### src/rtl/link_token_sink.sv
// Terminating sink for the last link in a token chain: checks sequence, id and
// transit latency of each token, collects statistics and flags completion.
module link_token_sink #(
    parameter logic [31:0] EXP_ID      = 32'd0,
    parameter logic [31:0] N_TOKENS    = 32'd1000,
    parameter logic [31:0] LAT_MAX     = 32'd64,
    parameter logic [31:0] FIRST_TOKEN = 32'd0
) (
    input  logic        i_clk,
    input  logic        i_rstn,
    input  logic        i_wen,
    input  logic [31:0] i_token,
    input  logic [31:0] i_clk_cnt,
    input  logic [31:0] i_id,
    output logic [1:0]  o_state,
    output logic [31:0] o_tok_cnt,
    output logic [31:0] o_lat_min,
    output logic [31:0] o_lat_max,
    output logic        o_benchmark_event,
    output logic        o_done,
    output logic        o_err,
    output logic [1:0]  o_err_code,
    output logic [31:0] o_err_token,
    output logic        o_overrun
);

    typedef enum logic [1:0] {
        S_IDLE = 2'd0,
        S_RUN  = 2'd1,
        S_DONE = 2'd2,
        S_ERR  = 2'd3
    } state_t;

    state_t      state, state_nxt;
    logic [31:0] cyc;
    logic [31:0] exp_tok;
    logic [31:0] latency;
    logic [1:0]  code_nxt;
    logic        checking;
    logic        good;
    logic        bad;
    logic        last;

    // NOTE: every variable driven here gets a default first, so no latch is inferred.
    always_comb begin
        latency  = cyc - i_clk_cnt;
        checking = i_wen && ((state == S_IDLE) || (state == S_RUN));
        code_nxt = 2'd0;
        if (i_token != exp_tok)
            code_nxt = 2'd1;
        else if (i_id != EXP_ID)
            code_nxt = 2'd2;
        else if (latency > LAT_MAX)
            code_nxt = 2'd3;
        good      = checking && (code_nxt == 2'd0);
        bad       = checking && (code_nxt != 2'd0);
        last      = (o_tok_cnt + 32'd1) == N_TOKENS;
        state_nxt = state;
        if (bad)
            state_nxt = S_ERR;
        else if (good)
            state_nxt = last ? S_DONE : S_RUN;
    end

    // NOTE: reset is synchronous, so it lives inside the clocked branch rather than the sensitivity list.
    always_ff @(posedge i_clk) begin
        if (!i_rstn)
            state <= S_IDLE;
        else
            state <= state_nxt;
    end

    // NOTE: sequential state uses non-blocking assignments so all registers update together at the edge.
    always_ff @(posedge i_clk) begin
        if (!i_rstn) begin
            cyc               <= 32'd0;
            exp_tok           <= FIRST_TOKEN;
            o_tok_cnt         <= 32'd0;
            o_lat_min         <= 32'hFFFF_FFFF;
            o_lat_max         <= 32'd0;
            o_benchmark_event <= 1'b0;
            o_err_code        <= 2'd0;
            o_err_token       <= 32'd0;
            o_overrun         <= 1'b0;
        end else begin
            cyc               <= cyc + 32'd1;
            o_benchmark_event <= (state_nxt == S_DONE) && (state != S_DONE);
            if (good) begin
                o_tok_cnt <= o_tok_cnt + 32'd1;
                exp_tok   <= exp_tok + 32'd1;
                if (o_tok_cnt == 32'd0) begin
                    o_lat_min <= latency;
                    o_lat_max <= latency;
                end else begin
                    if (latency < o_lat_min) o_lat_min <= latency;
                    if (latency > o_lat_max) o_lat_max <= latency;
                end
            end
            if (bad) begin
                o_err_code  <= code_nxt;
                o_err_token <= i_token;
            end
            if ((state == S_DONE) && i_wen)
                o_overrun <= 1'b1;
        end
    end

    assign o_state = state;
    assign o_done  = (state == S_DONE);
    assign o_err   = (state == S_ERR);

endmodule

### config.mk
export PLATFORM = sky130hd
export DESIGN_NAME = link_token_sink
export DESIGN_NICKNAME = d
export VERILOG_FILES = /design/src/rtl/link_token_sink.sv
export SDC_FILE = /design/constraint.sdc
export NUM_CORES = 1
export LEC_CHECK = 0
export BUFFER_PORTS_ARGS = -buffer_cell sky130_fd_sc_hd__buf_2
export CORE_ASPECT_RATIO = 0.5
export CORE_UTILIZATION = 51
export CTS_CLUSTER_DIAMETER = 120
export CTS_CLUSTER_SIZE = 16
export DETAILED_ROUTE_END_ITERATION = 6
export HOLD_SLACK_MARGIN = 0.1
export PLACE_DENSITY_LB_ADDON = 0.25
export SETUP_SLACK_MARGIN = 0.02
export SLEW_MARGIN = 20
export SYNTH_ARGS = -nofsm -noshare
export SYNTH_HDL_FRONTEND = slang
export SYNTH_SLANG_ARGS = --single-unit
### constraint.sdc
create_clock -name i_clk -period 5.02 [get_ports i_clk]
set_clock_uncertainty 0.15 [all_clocks]
set_input_delay 1.004 -clock i_clk [delete_from_list [all_inputs] [get_ports i_clk]]
set_output_delay 1.004 -clock i_clk [all_outputs]
set_load 0.05 [all_outputs]
==> impl_results.md <==
* Max FO, Critical Path at 12
* Worst skew pair latency at 0.45 ns
* Async set-or-reset flop fraction in the synthesized netlist at 0
* GRT Resource Usage Total at 0.288
* DRT iter0 DRCs at 896
* Clock sinks at 198
* Mapped Area at 12200 um^2
* DR DRC count at 7
* Yosys top cell by area: dfxtp_1
* IO Pins at 235
* Final #Nets at 2106
* Total wire length at 36500 um
* Core box area at 23100 um^2
* # hold bufs at CTS at 0
* Post-synth top area share at 0.325
* Endpoints failing hold at 0
* Ys flop type: dfxtp_1
* Largest net degree at the start of global routing at 96
* Syn Nets at 1740
* Final worst-path cycle share at 0.966
* Routed wire length per instance at 16.4 um
* Post-synthesis sequential area ratio at 0.325
* Worst-path cell chain: buf_4 -> inv_2 -> ha_4 -> nand2b_4 -> a211oi_4 -> o211ai_1 -> and3b_2 -> a21oi_4 -> buf_6 -> a31oi_4 -> xnor2_2 -> ha_1 -> nand4_1 -> nor2_2 -> nand4_1 -> or2_4 -> o211ai_1 -> nand2_1 -> a32o_1 -> nand2_2 -> nand3_4 -> buf_12 -> buf_12 -> and3_1
* Top cells by area, synth: dfxtp_1, ha_1, xor2_1
* Delay-heaviest family, CP: simple AND/OR/NAND/NOR gates
* Seq cells post-synth at 198
* Starting density of the core at 0.527
* Grt ovf at 0
* Syn. warnings at 0
* CP max stage cell: ha_1
* Die height at 111 um
* Slowest stage delay, CP at 0.31 ns
* TritonCTS clock tree: yes
* Synth unique cells at 75
* Number of global-route vias before repair at 11868
* Slew margin rel. at 0.276
* Via density at 5.66
* Via count at 12613
* Dpl cells at 2185
* Fmax at 206 MHz
* Die area at 24600 um^2
* Worst-path clk slew at 0.08 ns
* Buf+Inv Stages, Crit Path at 5
* N_diodes at 0
* Outcome: finished, violations left
* Std-Cell Rows at 39
* Top cells by count, synth: dfxtp_1, nand2_1, inv_1
* Mapped Cells at 1544
* Failing checks: design-rule violations
* Worst-margin pin slew at 1.09 ns
* Global-route wire length before repair at 57600 um
* # fillers at 1855
* CTS buffer count at 17
* Mapped Avg Cell Area at 7.90 um^2
* Number of port buffers at 234
* Critical path required time at 5.22 ns
* Dpl hpwl at 27400 um
* Max-cap violations at 0
* Routed Antenna Nets at 0
* Leading cell type by number of instances after synthesis: dfxtp_1
* H-Tree Depth at 4
* Clk buf depth at 2
* Leak at 0.00747 uW
* Post-synth EDFFs at 0
* Global placer's final weighted congestion at 0.943
* Setup CP Type: in2reg
* Synth-to-layout area growth at 30.9%
* Hold Path Class: reg2reg
* Worst Setup End Kind: flip-flop
* Share of layout cells above drive strength 1 at 0.272
* Fin. max-slew vios at 0
* Drt first pass iters at 7
* Fin util at 0.690
* Maximum VDD drop at 233 uV
* Die X at 221 um
* Pwr per Cell Area at 223 nW/um^2
* Fin cells at 2230
* Clk root buf: clkbuf_16
* Setup Viol. Count Final at 0
* Worst setup SP type: input port
* Fin crit period at 4.85 ns
* Antenna violations before repair at 0
* Crit path arrival time at 5.05 ns
==> kinds of logic (layout without fill, tap and decap cells) <==
| group | after synthesis | in the layout | share of synthesized area |
|---|---|---|---|
| and+or+nand+nor | 596 | 596 | 0.251 |
| adders and majority gates | 97 | 97 | 0.100 |
| AOI/OAI and AO/OA | 337 | 337 | 0.173 |
| DFF | 198 | 198 | 0.325 |
| xor gates and xnor gates | 111 | 111 | 0.0797 |
| buffers and inverters | 193 | 572 | 0.0619 |
| muxes | 12 | 12 | 0.00985 |
==> placed cells by master, fill, tap and decap left out, types with 22 or more instances in the layout <==
cell type  count
dfxtp_1      198
buf_4        176
nor2_1       104
nor3_1        22
xor2_1        73
xnor2_1       31
a21o_1        26
a21oi_1       74
o21ai_0      101
inv_1        118
or3_1         23
buf_2        232
nand2_1      141
nand3_1       94
nor4_1        27
and3_1        48
ha_1          88
nand4_1       46
==> stage by stage <==
stage	worst slack [ns]	hold WS (ns)	power [uW]	instance area (um^2)	setup TNS, ns
5_1_grt	-0.0598	0.320	3680	16000	-0.0974
6_report	0.172	0.306	3550	16000	0
2_1_floorplan	0.0256	0.287	1940	12400	0
3_3_place_gp	-0.330	0.291	2120	15000	-20.04
3_5_place_dp	-0.386	0.296	2140	15000	-30.46
4_1_cts	0.0852	0.308	3560	15600	0
==> power breakdown <==
group	internal, uW	leakage, uW	switching, uW	total (uW)
clock network	761	0.000288	671	1430
registers	1590	0.00160	13.4	1600
logic	206	0.00558	310	516
total	2560	0.00747	995	3550
==> tightest hold or removal path: cells and delay by family (launching register included) <==
kind            cells  cell delay [ns]
simple gates        1             0.05
flops               1             0.31
compound gates      1             0.06
==> final timing paths <==
kind / from / depth (start not counted) / slack, ns / end
worst max-delay path: i_clk_cnt[1] / 24 / 0.17 / o_lat_max[30]$_SDFFE_PN0P_
worst min-delay path: o_err_token[11]$_SDFFE_PN0P_ / 2 / 0.31 / o_err_token[11]$_SDFFE_PN0P_
worst max register to register: cyc[0]$_SDFF_PN0_ / 23 / 0.38 / o_lat_max[30]$_SDFFE_PN0P_
worst min register to register: o_err_token[11]$_SDFFE_PN0P_ / 2 / 0.31 / o_err_token[11]$_SDFFE_PN0P_
==> cell type report <==
class | instances | area, um^2 | share of cell area
Clock buffer | 18 | 439 | 0.0275
Clock inverter | 14 | 168 | 0.0105
Inverter | 120 | 450 | 0.0282
Multi-Input combinational cell | 1153 | 7820 | 0.490
Sequential cell | 198 | 3960 | 0.248
Tap cell | 307 | 384 | 0.0241
Timing Repair Buffer | 420 | 2730 | 0.171
==> routing by layer <==
layer  global-route usage  up-vias  routed length, um
li1                     -     6195                  -
met1                0.374     5981              16000
met2                0.493      379              18000
met3               0.0462       58               1920
met4               0.0822        0                605
met5                    0        -                  0
==> state kept, by name, indices dropped and copies added, names as in the netlist <==
register	cells
o_err_code	2
cyc	32
o_err_token	32
exp_tok	32
o_lat_min	32
o_tok_cnt	32
o_benchmark_event	1
o_overrun	1
o_lat_max	32
o_state	2
==> timing repair <==
item | CTS | global route
gates resized for setup | 0 | 50
endpoints found under the setup margin | 0 | 73
setup buffers | 0 | 10
Note: power is estimated with default switching activity, not from simulation.
